File: src/rtl/instr_fetch_unit.sv
// instr_fetch_unit
// Instruction fetch stage sitting between the program memory port and decode.
// Holds the program counter and issues one word-addressed read at a time. It
// buffers each returned instruction with its PC in a small FIFO and hands them
// to decode over a valid/ready handshake. A redirect (pc_load) flushes the
// buffer and marks any request already on the bus as stale so its response is
// thrown away.
//
// Ports:
//   clk, reset                 clock, asynchronous active-high reset
//   enable                     allow new fetch requests to be issued
//   pc_load, pc_load_addr      one-cycle redirect strobe and target PC
//   mem_req_valid/ready/addr   read request channel to program memory
//   mem_resp_valid/data        read response, one per accepted request
//   instr_valid/ready          instruction handshake towards decode
//   instr_data, instr_pc       instruction at the FIFO head and its PC
//   busy                       a request is pending or outstanding
module instr_fetch_unit #(
  parameter int                 ADDR_W     = 8,
  parameter int                 INSTR_W    = 16,
  parameter int                 FIFO_DEPTH = 2,
  parameter logic [ADDR_W-1:0]  PC_RESET   = '0
) (
  input  logic               clk,
  input  logic               reset,
  input  logic               enable,
  input  logic               pc_load,
  input  logic [ADDR_W-1:0]  pc_load_addr,
  output logic               mem_req_valid,
  input  logic               mem_req_ready,
  output logic [ADDR_W-1:0]  mem_req_addr,
  input  logic               mem_resp_valid,
  input  logic [INSTR_W-1:0] mem_resp_data,
  output logic               instr_valid,
  input  logic               instr_ready,
  output logic [INSTR_W-1:0] instr_data,
  output logic [ADDR_W-1:0]  instr_pc,
  output logic               busy
);

  localparam int PTR_W = $clog2(FIFO_DEPTH);
  localparam int CNT_W = $clog2(FIFO_DEPTH) + 1;

  typedef enum logic [1:0] {
    IDLE = 2'd0,
    REQ  = 2'd1,
    WAIT = 2'd2
  } state_t;

  state_t             state;
  state_t             state_next;
  logic [ADDR_W-1:0]  pc;
  logic [ADDR_W-1:0]  req_addr;
  logic               stale;

  logic [INSTR_W-1:0] fifo_data [FIFO_DEPTH];
  logic [ADDR_W-1:0]  fifo_pc   [FIFO_DEPTH];
  logic [PTR_W-1:0]   rd_ptr;
  logic [PTR_W-1:0]   wr_ptr;
  logic [CNT_W-1:0]   count;

  logic issue;
  logic accept;
  logic resp;
  logic push;
  logic pop;

  // Only one request is ever in flight, so count < FIFO_DEPTH in IDLE already
  // reserves a slot for the response and the push can never overflow.
  assign issue  = (state == IDLE) && enable && (count < CNT_W'(FIFO_DEPTH)) && !pc_load;
  assign accept = (state == REQ) && mem_req_ready;
  assign resp   = (state == WAIT) && mem_resp_valid;
  // A response is dropped if it belongs to a pre-redirect request or if the
  // redirect arrives in the very same cycle.
  assign push   = resp && !stale && !pc_load;
  assign pop    = instr_valid && instr_ready;

  always_comb begin
    state_next = state;
    case (state)
      IDLE:    if (issue)          state_next = REQ;
      REQ:     if (accept)         state_next = WAIT;
      WAIT:    if (mem_resp_valid) state_next = IDLE;
      default:                     state_next = IDLE;
    endcase
  end

  always_ff @(posedge clk or posedge reset) begin
    if (reset) state <= IDLE;
    else       state <= state_next;
  end

  // The request address is latched at issue so it stays stable on the bus
  // even if a redirect changes pc while the request is still pending.
  always_ff @(posedge clk or posedge reset) begin
    if (reset) begin
      pc       <= PC_RESET;
      req_addr <= PC_RESET;
      stale    <= 1'b0;
    end else begin
      if (issue)
        req_addr <= pc;
      if (pc_load)
        pc <= pc_load_addr;
      else if (accept)
        pc <= pc + ADDR_W'(1);
      if (resp)
        stale <= 1'b0;
      else if (pc_load && (state != IDLE))
        stale <= 1'b1;
    end
  end

  always_ff @(posedge clk or posedge reset) begin
    if (reset) begin
      rd_ptr <= '0;
      wr_ptr <= '0;
      count  <= '0;
    end else if (pc_load) begin
      rd_ptr <= '0;
      wr_ptr <= '0;
      count  <= '0;
    end else begin
      if (push)
        wr_ptr <= wr_ptr + PTR_W'(1);
      if (pop)
        rd_ptr <= rd_ptr + PTR_W'(1);
      count <= count + CNT_W'(push) - CNT_W'(pop);
    end
  end

  // Storage needs no reset: it is only visible through the head while the
  // FIFO is non-empty.
  always_ff @(posedge clk) begin
    if (push) begin
      fifo_data[wr_ptr] <= mem_resp_data;
      fifo_pc[wr_ptr]   <= req_addr;
    end
  end

  assign mem_req_valid = (state == REQ);
  assign mem_req_addr  = req_addr;
  assign busy          = (state != IDLE);
  assign instr_valid   = (count != '0);
  assign instr_data    = instr_valid ? fifo_data[rd_ptr] : '0;
  assign instr_pc      = instr_valid ? fifo_pc[rd_ptr]   : '0;

endmodule
File: config.mk
export PLATFORM = sky130hd
export DESIGN_NAME = instr_fetch_unit
export DESIGN_NICKNAME = d
export VERILOG_FILES = /design/src/rtl/instr_fetch_unit.sv
export SDC_FILE = /design/constraint.sdc
export NUM_CORES = 1
export LEC_CHECK = 0
export BUFFER_PORTS_ARGS = -buffer_cell sky130_fd_sc_hd__buf_2
export CORE_MARGIN = 2
export CORE_UTILIZATION = 25
export DETAILED_ROUTE_END_ITERATION = 12
export HOLD_SLACK_MARGIN = 0.02
export PLACE_DENSITY = 0.4
export RECOVER_POWER = 100
export SYNTH_ARGS = -nofsm -noshare
export SYNTH_HDL_FRONTEND = slang
export SYNTH_SLANG_ARGS = --single-unit
File: constraint.sdc
create_clock -name clk -period 3.55 [get_ports clk]
set_input_delay 0.5325 -clock clk [delete_from_list [all_inputs] [get_ports clk]]
set_output_delay 0.5325 -clock clk [all_outputs]
set_load 0.005 [all_outputs]
==> results by group <==
CTS
  – CTS max path bufs: 2
  – CTS tree: done
  – H-tree depth: 3
  – CTS Root Cell: clkbuf_16
  – Post-CTS Repair Setup Buffers: 0
  – CTS resizes: 0
  – Num CTS Buffers: 9
  – Worst-Skew Late Latency: 0.32 ns
  – CTS Hold Bufs: 0
  – Clock-pin transition on the worst setup and hold timing paths: 0.06 ns
  – TritonCTS sink count: between 70 and 80

Layout
  – Commonest non-fill, non-tap cell in the layout: edfxtp_1
  – Fill cell count: 1157
  – Area Growth Syn to Fin: 26.26%
  – Most frequent cells in the layout: 48 x edfxtp_1, 29 x nor2_1, 29 x buf_2
  – Share of cells above drive strength 1: 0.2430
  – Fin cells: 427
  – Final #Nets: 313
  – Antenna cells: 0
  – Final Cell Area: between 3000 and 4000 µm²

Worst setup path
  – Worst EP required: 3.47 ns
  – Setup slack, reg-to-reg: 0.88 ns
  – Worst setup SP type: register
  – CP Capture Type: register
  – Setup CP Type: register to register
  – Reg2Reg Depth: 3
  – Worst Path Arrival: 2.60 ns
  – Worst-path maximum fanout: 24
  – FF-to-FF Start: state[0]
  – CP Launch Point: state[0]
  – CP endpoint: fifo_data[1][15]
  – RR Endpoint: fifo_data[1][15]

Die
  – Die span in y: 112.4 µm
  – FP Rows: 39
  – CORE AREA: 11420 µm²
  – DIE AREA: 12620 µm²
  – Initial Util: 0.2571
  – # IOs: 66
  – Die span in x: about 110 µm

GRT
  – First-pass GRT wire length: 9646 µm
  – Total track usage: 0.09897
  – Number of global-route vias before repair: 1778
  – Pin count of the biggest net entering global routing: 26
  – Initial antenna violation count: 0
  – Total global routing overflow: 0

Routing
  – Antenna viol nets, final: 0
  – WL final: 6018 µm
  – Vias/cell: 4.307
  – TritonRoute pass-1 iters: 4
  – WL per Instance: 14.09 µm
  – Remaining DRCs: 0
  – Starting DRT DRC Count: 71
  – Via count: 1839

Synth
  – Main combinational cell family by area after synthesis: multiplexers
  – XOR/XNOR Fraction of Synth Area: 0.01492
  – Post-synthesis compound-gate area fraction: 0.03964
  – Seq/Total Area, Yosys: 0.6871
  – Synthesis Warnings: 0
  – Synth Area in Adders: 0.01279
  – Synthesized area: 2935 µm²
  – Flops & latches, synth: 71
  – Cell variety after synth: 33
  – Syn Nets: 241
  – Synth async-reset ratio: 0.3239
  – Yosys top cell area share: 0.4910
  – Post-Synthesis Cells: 207
  – Synth top area cells: edfxtp_1 49%, dfrtp_1 20%, mux2i_1 8.5%, nor2_1 4.1%, mux2_2 3.1%
  – Avg Inst Size Synth: 14.18 µm²
  – Area share of and/or/nand/nor cells after synthesis: 0.1057
  – Number of enable flip-flop cells after synthesis: 48
  – Area leader, netlist: edfxtp_1
  – Multiplexer share of the synthesized area: 0.1159
  – Synth Flop Type: edfxtp_1

Flow run
  – # Max-Cap Violations: 0

Power and ir drop
  – P per Cell Area: 739.6 nW/µm²
  – P_leak: 0.001397 µW
  – VDD IR max: between 0.00015 and 0.0002 V

STA
  – Worst-Margin Slew: 1.480 ns
  – Setup Skew: 0.006134 ns
  – Setup Viol. Count Final: 0
  – Hold Worst Slack: approximately 0.4 ns
  – Crit share post-route: 0.7532
  – FMAX: 374.0 MHz
  – Max-slew headroom: 0.01349
  – Final Slew Violations: 0
  – Hold Vio Cnt, Final: 0
  – Unrepaired setup endpoints after global routing: false
  – Final critical delay including setup and external delays: 2.674 ns
  – Sum Neg Setup Slack: 0 ns

Status
  – Status: finished, final reports clean

Hold path
  – Hold WC Path Type: input port to asynchronous set/reset pin

Placed design
  – Final HPWL DP: roughly 4000 µm
  – Cells after DPL: 411
  – Area after DPL: 3437 µm²
  – Port bufs: 65
  – GPL Wtd Cong: approximately 0.69
## cells in the mapped netlist (all sizes together) (2+ instances only)
cell type,count
edfxtp,48
nor2,32
mux2i,25
dfrtp,23
inv,8
mux2,8
nand2,8
o21ai,6
or4,6
nand3,5
buf,4
clkbuf,4
xor2,4
ha,3
nor2b,3
o31ai,3
a31oi,2
o211ai,2
## sequential cells by signal, indices dropped and copies added, names as in the netlist
name          cells
state             2
fifo_data        32
fifo_pc          16
mem_req_addr      8
wr_ptr            1
rd_ptr            1
pc                8
stale             1
count             2
## cells by family (layout without fill, tap and decap cells)
| logic type | count (synthesis) | after routing |
|---|---|---|
| flip-flops | 71 | 71 |
| AND/OR/NAND/NOR | 61 | 61 |
| multiplexers | 33 | 33 |
| AO/OA/AOI/OAI | 18 | 18 |
| buffers and inverters | 16 | 93 |
| XOR/XNOR | 5 | 5 |
| adder cells (fa/ha/maj) | 3 | 3 |
## metrics by stage
stage	total power (µW)	setup WS, ns	util
floorplan	1554	0.8411	-
global placement	1882	1.312	0.3010
detailed placement	1882	1.283	0.3010
CTS	2824	1.175	0.3284
global route	2912	0.6479	0.3246
finish	2741	0.8762	0.3246
## power breakdown
group | switching, µW | internal (µW) | leakage [µW]
Sequential | 125 | 1010 | 0.000715
Clock | 317 | 608 | 0.000147
Combinational | 359 | 319 | 0.000536
Total | 800 | 1940 | 0.00140
## critical path, cell delays in order, from the launching register on
cell and delay, ns:
dfrtp_1 0.46, or4_1 0.63, nor2_2 0.10, clkbuf_1 1.07
## worst min-delay path by stage
stage / start / end / slack, ns
floorplan: mem_req_addr[0] / fifo_pc[0][0] / 0.48
detailed placement: mem_req_addr[5] / fifo_pc[1][5] / 0.51
global route: mem_resp_data[5] / fifo_data[1][5] / 0.39
CTS: mem_resp_data[5] / fifo_data[1][5] / 0.39
finish: reset / wr_ptr / 0.40
global placement: mem_req_addr[5] / fifo_pc[1][5] / 0.51
## per-layer routing
| metal | vias up | GRT usage | routed length, µm |
|---|---|---|---|
| li1 | 898 | - | - |
| met1 | 866 | 0.1276 | 2817 |
| met2 | 68 | 0.1574 | 2788 |
| met3 | 7 | 0.03240 | 348 |
| met4 | 0 | 0.03415 | 64 |
| met5 | - | 0 | 0 |
## cell type report
type	instances	area [µm²]	share of cell area
multi-input cells	120	853.3	0.2302
well taps	143	178.9	0.04828
repair buffers	69	314.1	0.08474
flip-flops and latches	71	2017	0.5442
clock inverters	7	87.58	0.02363
clock buffers	9	225.2	0.06077
inverters	8	30.03	0.008103
No activity file was read; power rests on OpenSTA's default activity.
